`src/rtl/disp_arbiter.sv`:
```
// Shares the two-digit seven-segment display between port 0 and three
// round-robin requesters. Each granted port gets a timed slot, and a blank gap separates consecutive slots.
module disp_arbiter #(
    parameter int HOLD_TICKS = 5000000,
    parameter int GAP_TICKS  = 500000,
    parameter int CNT_W      = $clog2(((HOLD_TICKS > GAP_TICKS) ? HOLD_TICKS : GAP_TICKS) + 1)
) (
    input  logic        clk,
    input  logic        CLR,
    input  logic [3:0]  req,
    input  logic [31:0] data,
    output logic [7:0]  disp_val,
    output logic        blank,
    output logic [3:0]  gnt,
    output logic [1:0]  disp_src,
    output logic        busy
);

    typedef enum logic [1:0] {
        ST_IDLE,
        ST_HOLD,
        ST_GAP
    } state_t;

    localparam logic [CNT_W-1:0] HOLD_LOAD = CNT_W'(HOLD_TICKS - 1);
    localparam logic [CNT_W-1:0] GAP_LOAD  = CNT_W'(GAP_TICKS - 1);

    state_t           r_state, w_state_nxt;
    logic [CNT_W-1:0] r_cnt, w_cnt_nxt;
    logic [1:0]       r_rr_last, w_rr_nxt;
    logic [7:0]       w_val_nxt;
    logic             w_blank_nxt;
    logic [3:0]       w_gnt_nxt;
    logic [1:0]       w_src_nxt;
    logic             w_busy_nxt;

    logic [1:0]       w_c1, w_c2, w_c3, w_win;
    logic             w_any;
    logic [3:0]       w_src_oh;
    logic             w_refresh;
    logic             w_do_grant;

    function automatic logic [1:0] rr_next(input logic [1:0] p);
        return (p == 2'd3) ? 2'd1 : p + 2'd1;
    endfunction

    function automatic logic [7:0] sel_byte(input logic [31:0] d, input logic [1:0] p);
        logic [7:0] b;
        case (p)
            2'd0:    b = d[7:0];
            2'd1:    b = d[15:8];
            2'd2:    b = d[23:16];
            default: b = d[31:24];
        endcase
        return b;
    endfunction

    // Search order after the last winner, wrapping within ports 1..3.
    always_comb begin
        w_c1  = rr_next(r_rr_last);
        w_c2  = rr_next(w_c1);
        w_c3  = rr_next(w_c2);
        w_any = |req[3:1];
        if (req[w_c1])
            w_win = w_c1;
        else if (req[w_c2])
            w_win = w_c2;
        else
            w_win = w_c3;
    end

    // Refresh only when the owning port is the sole requester.
    always_comb begin
        w_src_oh  = 4'b0001 << disp_src;
        w_refresh = (disp_src != 2'd0) && (|(req & w_src_oh))
                    && !(|(req[3:1] & ~w_src_oh[3:1]));
    end

    always_comb begin
        w_state_nxt = r_state;
        w_cnt_nxt   = r_cnt;
        w_rr_nxt    = r_rr_last;
        w_val_nxt   = disp_val;
        w_blank_nxt = blank;
        w_gnt_nxt   = '0;
        w_src_nxt   = disp_src;
        w_busy_nxt  = busy;
        w_do_grant  = 1'b0;

        case (r_state)
            ST_IDLE: begin
                if (w_any) begin
                    w_do_grant = 1'b1;
                end else begin
                    w_val_nxt   = data[7:0];
                    w_src_nxt   = 2'd0;
                    w_busy_nxt  = 1'b0;
                    w_blank_nxt = 1'b0;
                end
            end
            ST_HOLD: begin
                if (w_refresh) begin
                    w_val_nxt = sel_byte(data, disp_src);
                    w_cnt_nxt = HOLD_LOAD;
                    w_gnt_nxt = w_src_oh;
                    w_rr_nxt  = disp_src;
                end else if (r_cnt == '0) begin
                    w_src_nxt = 2'd0;
                    if (w_any) begin
                        w_state_nxt = ST_GAP;
                        w_blank_nxt = 1'b1;
                        w_val_nxt   = '0;
                        w_cnt_nxt   = GAP_LOAD;
                    end else begin
                        w_state_nxt = ST_IDLE;
                        w_busy_nxt  = 1'b0;
                    end
                end else begin
                    w_cnt_nxt = r_cnt - CNT_W'(1);
                end
            end
            ST_GAP: begin
                if (r_cnt == '0) begin
                    if (w_any) begin
                        w_do_grant = 1'b1;
                    end else begin
                        w_state_nxt = ST_IDLE;
                        w_blank_nxt = 1'b0;
                        w_busy_nxt  = 1'b0;
                    end
                end else begin
                    w_cnt_nxt = r_cnt - CNT_W'(1);
                end
            end
            default: begin
                w_state_nxt = ST_IDLE;
                w_cnt_nxt   = '0;
            end
        endcase

        if (w_do_grant) begin
            w_state_nxt = ST_HOLD;
            w_val_nxt   = sel_byte(data, w_win);
            w_gnt_nxt   = 4'b0001 << w_win;
            w_src_nxt   = w_win;
            w_blank_nxt = 1'b0;
            w_busy_nxt  = 1'b1;
            w_cnt_nxt   = HOLD_LOAD;
            w_rr_nxt    = w_win;
        end
    end

    always_ff @(posedge clk or posedge CLR) begin
        if (CLR) begin
            r_state   <= ST_IDLE;
            r_cnt     <= '0;
            r_rr_last <= 2'd3;
            disp_val  <= '0;
            blank     <= 1'b0;
            gnt       <= '0;
            disp_src  <= 2'd0;
            busy      <= 1'b0;
        end else begin
            r_state   <= w_state_nxt;
            r_cnt     <= w_cnt_nxt;
            r_rr_last <= w_rr_nxt;
            disp_val  <= w_val_nxt;
            blank     <= w_blank_nxt;
            gnt       <= w_gnt_nxt;
            disp_src  <= w_src_nxt;
            busy      <= w_busy_nxt;
        end
    end

endmodule

```
`config.mk`:
```
export PLATFORM = sky130hd
export DESIGN_NAME = disp_arbiter
export DESIGN_NICKNAME = d
export VERILOG_FILES = /design/src/rtl/disp_arbiter.sv
export SDC_FILE = /design/constraint.sdc
export NUM_CORES = 1
export LEC_CHECK = 0
export CORE_UTILIZATION = 45
export CTS_BUF_LIST = sky130_fd_sc_hd__clkbuf_4 sky130_fd_sc_hd__clkbuf_8 sky130_fd_sc_hd__clkbuf_16
export DETAILED_ROUTE_END_ITERATION = 10
export DONT_BUFFER_PORTS = 1
export PLACE_DENSITY = 0.68
export SLEW_MARGIN = 20
export SYNTH_ARGS = -nofsm -noshare
export SYNTH_HDL_FRONTEND = slang
export SYNTH_SLANG_ARGS = --single-unit
```
`constraint.sdc`:
```
create_clock -name clk -period 2.8 [get_ports clk]
set_input_delay 0.56 -clock clk [delete_from_list [all_inputs] [get_ports clk]]
set_output_delay 0.56 -clock clk [all_outputs]
set_load 0.005 [all_outputs]
```
==> results.cfg <==
[clocking]
clk_path_buf_depth = 2
cts_buffers = 5
ctsRootBufferMaster = clkbuf_8
cts_resized = 0
cts_tree = done
cts.reportedPaths.clkPinSlew_ns = 0.09
clkLatencyLatePin_ns = 0.31
hold_buffers = 0
post_cts_buffers = 0
cts.sink_count = 43
htreeDepth = 2

[floorplan]
dieArea_sq_um = 7950
num_rows = 31
start_util_pct = 46.9
die_y_microns = 89.2
die_w_microns = 89.2
coreArea_sq_um = 7290
ios = 54

[synth]
ys.flop_type = dfrtp_1
synth.most_common_cell = dfrtp_1
yosys-top-cells-area = dfrtp_1, mux4_2, a211oi_1
synth_fa_ha_area_share_pct = 3.29
yosysTopAreaCell = dfrtp_1
synth_top_area_share_pct = 30.0
synth-edff-count = 0
synth_top_family_by_area = compound AO/OA/AOI/OAI gates
synth_warnings = 0
yosys.area_share.simple_pct = 16.3
synthDistinctLibCells = 63
synthMuxAreaShare_pct = 12.3
syn_nets = 414
synth-compound-area-share_pct = 29.9
avgSynthCellArea_sq_um = 9.31
synth_xor_area_share_pct = 0
mappedNetlistArea_sq_um = 3420
async_reset_ff_share_pct = 100
syn_inst = 367
synth_seq_cells = 43
synth_common_cells = dfrtp_1, inv_1, o21ai_0
seq_area_frac_synth_pct = 31.6

[placement]
io_buffer_count = 0
hpwl_microns = 6380
placed_area_sq_um = 3630
place_congestion = 0.842
dp.cells = 471
dp_slack_ns = 0.0776

[final_layout]
drive_above_1_share_pct = 21.8
final_nets = 426
area_growth_pct = 10.5
final_cells = 479
final_area_sq_um = 3780
antenna_cells = 0
utilization_pct = 51.8

[route]
detail-route-antenna-nets = 0
num_vias = 3031
avgViaCountPerCell = 6.33
routed_wl_microns = 8770
drc = 0
drt-wirelength-per-cell_microns = 18.3
dr.pass1.iters = 4
dr.first_iter.drc_count = 172

[sta]
setup_viol = 0
tns_ns = 0
finalHoldViolCount = 0
period_minus_slack_ns = 2.70
maxSlewViolCount = 0
max_slew_margin_pct = 37.1
min_period_over_period_pct = 96.5
worst_slack_ns = 0.0976
rsz0062_at_grt = true
finalClockSkew_ns = 0.0186
tightest_slew_ns = 0.942
clock.fmax_mhz = 370

[global_routing]
grt_pass1_vias = 2993
grt_max_degree = 44
grtUsageMet3_pct = 3.60
grtUsageTotal_pct = 23.5
grt_util_met1_pct = 31.2
grt-busiest-layer = met2
antenna_found_initial = 0
grt_pass1_wl_microns = 14400
use_met2_pct = 40.4
grt-ovfl-total = 0

[power]
leakagePower_uw = 0.00161
cellPowerDensity_nw_per_um2 = 1240
vdd_drop_max_v = 0.000630

[critical_path]
required_ns = 3.00
worstPathMaxFanout = 8
worstSetupPathType = reg2reg
cp-start-kind = flop
end_kind = flop
cp.arrival_ns = 2.90

[status]
status = finished clean

[min_path]
worst_hold_path_type = in2async

[job]
drv_cap = 0
## layout make-up
type,instances,area (sq um)
clock inverters,2,60.1
well taps,99,124
multi-input cells,274,2120
clock buffers,6,76.3
repair buffers,30,225
fillers,700,3510
flip-flops and latches,43,1080
inverters,25,93.8
## final timing paths
check                                         start                       to  slack, ns  cells past startpoint
max in group asynchronous                       CLR   r_state[1]$_DFFE_PP0P_       1.87                      1
hold reg to reg               r_cnt[19]$_DFFE_PP0P_    r_cnt[19]$_DFFE_PP0P_       0.52                      1
min in group clk                             req[3]         gnt[3]$_DFF_PP0_       0.45                      2
hold / removal                                  CLR  disp_val[0]$_DFFE_PP0P_       0.34                      1
setup reg to reg           r_rr_last[0]$_DFFE_PP1P_  disp_val[6]$_DFFE_PP0P_        0.1                      9
setup / recovery           r_rr_last[0]$_DFFE_PP1P_  disp_val[6]$_DFFE_PP0P_        0.1                      9
## layout by cell type, fill, tap and decap left out, types with 5 or more instances in the layout
cell type	netlist	routed
a211oi_1	16	16
a21oi_1	20	20
a2bb2oi_1	9	9
a31oi_1	8	8
a32o_1	5	5
and2_1	5	5
buf_4	3	30
clkbuf_8	0	5
dfrtp_1	41	41
ha_1	9	7
inv_1	25	24
mux2_2	7	7
mux2i_1	11	11
mux4_2	9	9
nand2_1	20	20
nand3_1	7	7
nor2_1	19	19
nor3_1	13	13
nor4_1	8	8
o21ai_0	22	22
o221a_2	8	8
o22a_1	5	5
o31ai_1	7	7
or3_1	9	9
## power breakdown
part,total [uW],internal (uW),switching [uW]
Sequential,1090,867,226
Combinational,2980,1370,1610
Clock,596,367,229
Total,4670,2610,2060
## flip-flops by register name, summed over array words and instances (netlist names)
register and cells:
r_cnt 23, busy 1, r_rr_last 2, disp_val 8, blank 1, r_state 2, disp_src 2, gnt 4
## stage by stage
stage	hold slack (ns)	power [uW]
finish	0.339	4670
global route	0.415	5030
detailed placement	0.494	4040
global placement	0.484	3970
CTS	0.373	4650
floorplan	0.456	3320
## layer usage
| layer | wire length, microns | part of all wire [%] |
|---|---|---|
| met1 | 3930 | 45 |
| met2 | 4360 | 50 |
| met3 | 402 | 4.6 |
| met4 | 80 | 0.91 |
| met5 | 0 | 0 |
## logic make-up after synthesis
| kind of cell | count (synthesis) |
|---|---|
| AOI/OAI and AO/OA | 133 |
| adders and majority gates | 9 |
| buffers and inverters | 50 |
| DFF | 43 |
| muxes | 29 |
| and+or+nand+nor | 103 |
## worst max-delay path, stage by stage, from the launching register on
cell and delay [ns]:
dfstp_2 0.57, inv_1 0.05, ha_2 0.39, mux2_2 0.36
a22oi_2 0.17, buf_4 0.19, a211oi_1 0.08, a2111oi_1 0.39
a211oi_1 0.10, mux2_2 0.28
Power figures use the tool's default switching activity.
